<file path="src/rtl/rf_hazard_scoreboard.sv">
// Decode-stage RAW hazard scheduler: per-register countdown scoreboard that
// stalls ID (bubble + PC/IF-ID freeze) until source operands are written back.
module rf_hazard_scoreboard #(
  parameter int REG_AW = 3,
  parameter int WB_LAT = 2,
  parameter int CNT_W  = 3
) (
  input  logic                     clk,
  input  logic                     rst,
  input  logic                     id_valid,
  input  logic [3:0]               Opcode,
  input  logic [REG_AW-1:0]        Rs,
  input  logic [REG_AW-1:0]        Rt,
  input  logic [REG_AW-1:0]        Rd,
  input  logic                     ext_hold,
  output logic                     ST,
  output logic                     PC_En,
  output logic                     IFID_En,
  output logic [(2**REG_AW)-1:0]   Busy,
  output logic [15:0]              StallCnt
);

  localparam int NUM_REGS = 2**REG_AW;
  localparam logic [CNT_W-1:0] LAT = CNT_W'(WB_LAT);

  // Handshake: ID holds an instruction while id_valid=1; it is consumed
  // (issued) on a rising edge where id_valid=1 and ST=0, otherwise it must
  // be re-presented unchanged on the following cycle.

  logic [CNT_W-1:0]  cnt_q [NUM_REGS];
  logic [15:0]       stall_cnt_q;
  logic              reads_rs;
  logic              reads_rt;
  logic              writes;
  logic [REG_AW-1:0] wr_addr;
  logic              hazard;
  logic              issue;

  always_comb begin
    reads_rs = 1'b0;
    reads_rt = 1'b0;
    writes   = 1'b0;
    wr_addr  = Rd;
    unique case (Opcode)
      4'b0000: begin
        reads_rs = 1'b1;
        reads_rt = 1'b1;
      end
      4'b0001, 4'b0111, 4'b1111: begin
        reads_rs = 1'b1;
        reads_rt = 1'b1;
        writes   = 1'b1;
      end
      4'b0011: begin
        reads_rs = 1'b1;
        writes   = 1'b1;
        wr_addr  = Rt;
      end
      default: ;
    endcase
  end

  always_comb begin
    Busy = '0;
    for (int i = 0; i < NUM_REGS; i++) begin
      Busy[i] = (cnt_q[i] != '0);
    end
  end

  assign hazard   = id_valid & ((reads_rs & Busy[Rs]) | (reads_rt & Busy[Rt]));
  assign ST       = rst | ext_hold | hazard;
  assign PC_En    = ~ST;
  assign IFID_En  = ~ST;
  assign issue    = id_valid & ~ST;
  assign StallCnt = stall_cnt_q;

  // A fresh load wins over the countdown; hazard bubbles still count down
  // because the producer keeps moving toward writeback.
  always_ff @(posedge clk) begin
    if (rst) begin
      for (int i = 0; i < NUM_REGS; i++) begin
        cnt_q[i] <= '0;
      end
    end else if (!ext_hold) begin
      for (int i = 0; i < NUM_REGS; i++) begin
        if (issue && writes && (wr_addr == REG_AW'(i))) begin
          cnt_q[i] <= LAT;
        end else if (cnt_q[i] != '0) begin
          cnt_q[i] <= cnt_q[i] - CNT_W'(1);
        end
      end
    end
  end

  always_ff @(posedge clk) begin
    if (rst) begin
      stall_cnt_q <= '0;
    end else if (ST && (stall_cnt_q != 16'hFFFF)) begin
      stall_cnt_q <= stall_cnt_q + 16'd1;
    end
  end

endmodule
</file>
<file path="config.mk">
export PLATFORM = sky130hd
export DESIGN_NAME = rf_hazard_scoreboard
export DESIGN_NICKNAME = d
export VERILOG_FILES = /design/src/rtl/rf_hazard_scoreboard.sv
export SDC_FILE = /design/constraint.sdc
export NUM_CORES = 1
export LEC_CHECK = 0
export BUFFER_PORTS_ARGS = -buffer_cell sky130_fd_sc_hd__clkbuf_2
export CAP_MARGIN = 20
export CORE_MARGIN = 2
export CORE_UTILIZATION = 51
export DETAILED_ROUTE_END_ITERATION = 16
export PLACE_DENSITY_LB_ADDON = 0.08
export SLEW_MARGIN = 40
export SYNTH_ARGS = -nofsm -noshare
export SYNTH_HDL_FRONTEND = slang
export SYNTH_SLANG_ARGS = --single-unit
</file>
<file path="constraint.sdc">
create_clock -name clk -period 2.7 [get_ports clk]
set_input_delay 0.54 -clock clk [delete_from_list [all_inputs] [get_ports clk]]
set_output_delay 0.54 -clock clk [all_outputs]
set_load 0.005 [all_outputs]
</file>
==> results.yml <==
timing:
  worstMarginPinSlew_ns: 1.12
  maxSlewViolCount: 0
  fmax_ghz: 0.349
  min_period_over_period_pct: 106
  rsz0062_at_grt: "yes"
  period_needed_ns: 2.86
  worst_slack_ns: -0.164
  max_slew_margin_pct: 24.5
  hold_viol_final: 0
  hold_slack_ns: 0.537
  skew_ns: 0.00985
  setup_viol: 3
status:
  outcome: "finished, violations left"
  violations: "negative setup slack"
detailed_routing:
  vias: 2309
  wire_per_inst_um: 14.9
  remaining_drc_errors: 0
  viasPerCell: 5.52
  routed_wl_um: 6250
  drtAntennaViolNets: 0
  drt_pass1_iterations: 4
  drt_first_iter_violations: 141
power_and_ir_drop:
  total_power_mw: 1.50
  peakVddDrop_v: 0.000256
  leakagePower_nw: 1.37
  power_density_mw_per_mm2: 435
min_path:
  holdPathStages: 2
  hp-class: "reg2reg"
clock_network:
  insertion_delay_ns: 0.30
  cts_tree: "done"
  clkTransAtPathRegs_ns: 0.08
  numCtsBuffers: 5
  cts_sinks: 40
  clock_path_buffers: 2
  htreeDepth: 2
  cts_root_buf: "clkbuf_8"
  cts_hold_buf: 0
yosys:
  synthArstFlopShare_pct: 0
  ys_types: 47
  yosys_warnings: 0
  ys_ff_latch: 40
  syn-mean-instance-area_sq_um: 9.54
  synth_area_sq_mm: 0.00277
  synth-seq-area-share_pct: 37.6
  synth_flop_cell: "edfxtp_1"
  synth_edf_count: 24
  syn_nets: 324
  synth_cells: 290
placed_design:
  io_buffers: 43
  place_ws_ns: 0.0234
  post-dp-hpwl_um: 4380
  gp_congestion: 0.861
  dp.cells: 402
setup_path:
  max_stage_delay_ns: 0.44
  crit_type: "reg2out"
  r2r_cells: 10
  worstPathCellList: "inv_2 -> ha_4 -> or2b_4 -> mux4_2 -> mux2_4 -> o21bai_4 -> and2_4 -> inv_1 -> clkbuf_2"
  timing.critical_path.slowest_stage_cell: "mux4_2"
  cp.arrival_ns: 2.32
  cp_max_fo: 3
  crit_required_ns: 2.16
  cp-end-kind: "output port"
  ff2ff_setup_slack_ns: 0.02
  cp-start-kind: "flop"
finish:
  multi_input_area_sq_mm: 0.00171
  drive_gt1_share_pct: 33.9
  antenna_cells: 0
  mostFrequentLayoutCell: "clkbuf_2"
  layout_common_cells: "43 x clkbuf_2, 25 x nor2_1, 24 x edfxtp_1"
  fillers: 430
  area_growth_pct: 24.3
  register_area_sq_mm: 0.00104
  final_nets: 381
  final_cells: 418
global_route:
  grt_util_all_layers_pct: 20.4
  grt_max_degree: 31
  antenna_found_initial: 0
  grt_pass1_vias: 2075
  grt_pass1_wl_um: 9910
  grt_overflow: 0
floorplanning:
  dieArea_sq_mm: 0.00603
  initial_utilization_pct: 53.5
  core_sq_mm: 0.00517
  rows: 26
  die_w_um: 77.7
  boundaryPins: 44
  dieHeight_um: 77.7
run:
  maxCapViolCount: 0
## worst max-delay path: cells and delay by family (launching register included)
kind / cells / cell delay [ns]
compound gates: 1 / 0.12
fa+ha+maj: 1 / 0.13
buf+inv: 3 / 0.23
flops: 1 / 0.40
mux: 2 / 0.73
simple gates: 2 / 0.42
## cell families after synthesis
family | synth area share [%]
muxes | 9.68
AOI/OAI and AO/OA | 9.00
buffers and inverters | 5.88
and+or+nand+nor | 27.6
xor gates and xnor gates | 2.53
DFF | 37.6
adders and majority gates | 7.69
## flip-flops by register name, summed over array words and instances (netlist names)
signal / flops
StallCnt: 16
cnt_q: 24
## through the flow
step / setup TNS (ns) / util [%] / instance area [sq um]
2_1_floorplan: -0.155 / - / 2780
4_1_cts: -0.366 / 63.1 / 3270
3_5_place_dp: 0 / 60.4 / 3120
3_3_place_gp: 0 / 60.4 / 3120
6_report: -0.433 / 66.5 / 3440
5_1_grt: -2.06 / 66.5 / 3440
## where the power goes
group	switching, mW	internal [mW]
combinational	0.173	0.155
sequential	0.0235	0.693
clock	0.215	0.237
## final timing paths
| kind | to | start |
|---|---|---|
| worst min register to register | StallCnt[1] | StallCnt[1] |
| worst min-delay path | StallCnt[1] | StallCnt[1] |
| worst max register to register | cnt_q[0][0] | cnt_q[0][9] |
| worst max-delay path | ST | cnt_q[0][9] |
## cells in the mapped netlist (3+ instances only)
cell / n / share of area (%)
nor2_1: 25 / 3.4
edfxtp_1: 24 / 26
inv_1: 23 / 3.1
ha_1: 17 / 7.7
dfxtp_1: 16 / 12
mux2_2: 16 / 6.5
nand3_1: 16 / 2.9
nor3b_1: 16 / 4.3
nand2_1: 15 / 2.0
nor2b_1: 13 / 2.9
clkbuf_1: 10 / 1.4
nand2b_1: 10 / 2.3
nand3b_1: 9 / 2.4
o21ai_0: 9 / 1.6
a2111oi_0: 8 / 2.5
and3_1: 6 / 1.4
xnor2_1: 6 / 1.9
nand4_1: 5 / 1.1
a211oi_1: 4 / 1.1
a21oi_1: 3 / 0.54
a31oi_1: 3 / 0.68
nor3_1: 3 / 0.54
## what timing repair did
item | CTS | global route
setup buffers | 3 | 4
setup endpoints to repair | 3 | 48
resized for setup | 6 | 26
pin swaps | 1 | 6
gates cloned | 0 | 1
## layout make-up
type / instances / share of cell area [%]
clock buffers: 6 / 2.73
clock inverters: 2 / 0.364
inverters: 23 / 2.51
multi-input cells: 213 / 49.9
flip-flops and latches: 40 / 30.3
well taps: 70 / 2.55
repair buffers: 64 / 11.7
## metal layers
layer  wire [um]  global-route usage [%]  up-vias
met4          73                    5.00        0
met1        3040                    30.8     1088
met5           0                       0        -
li1            -                       -     1160
met2        2870                    29.8       52
met3         265                    4.07        9
No activity file was read; power rests on OpenSTA's default activity.
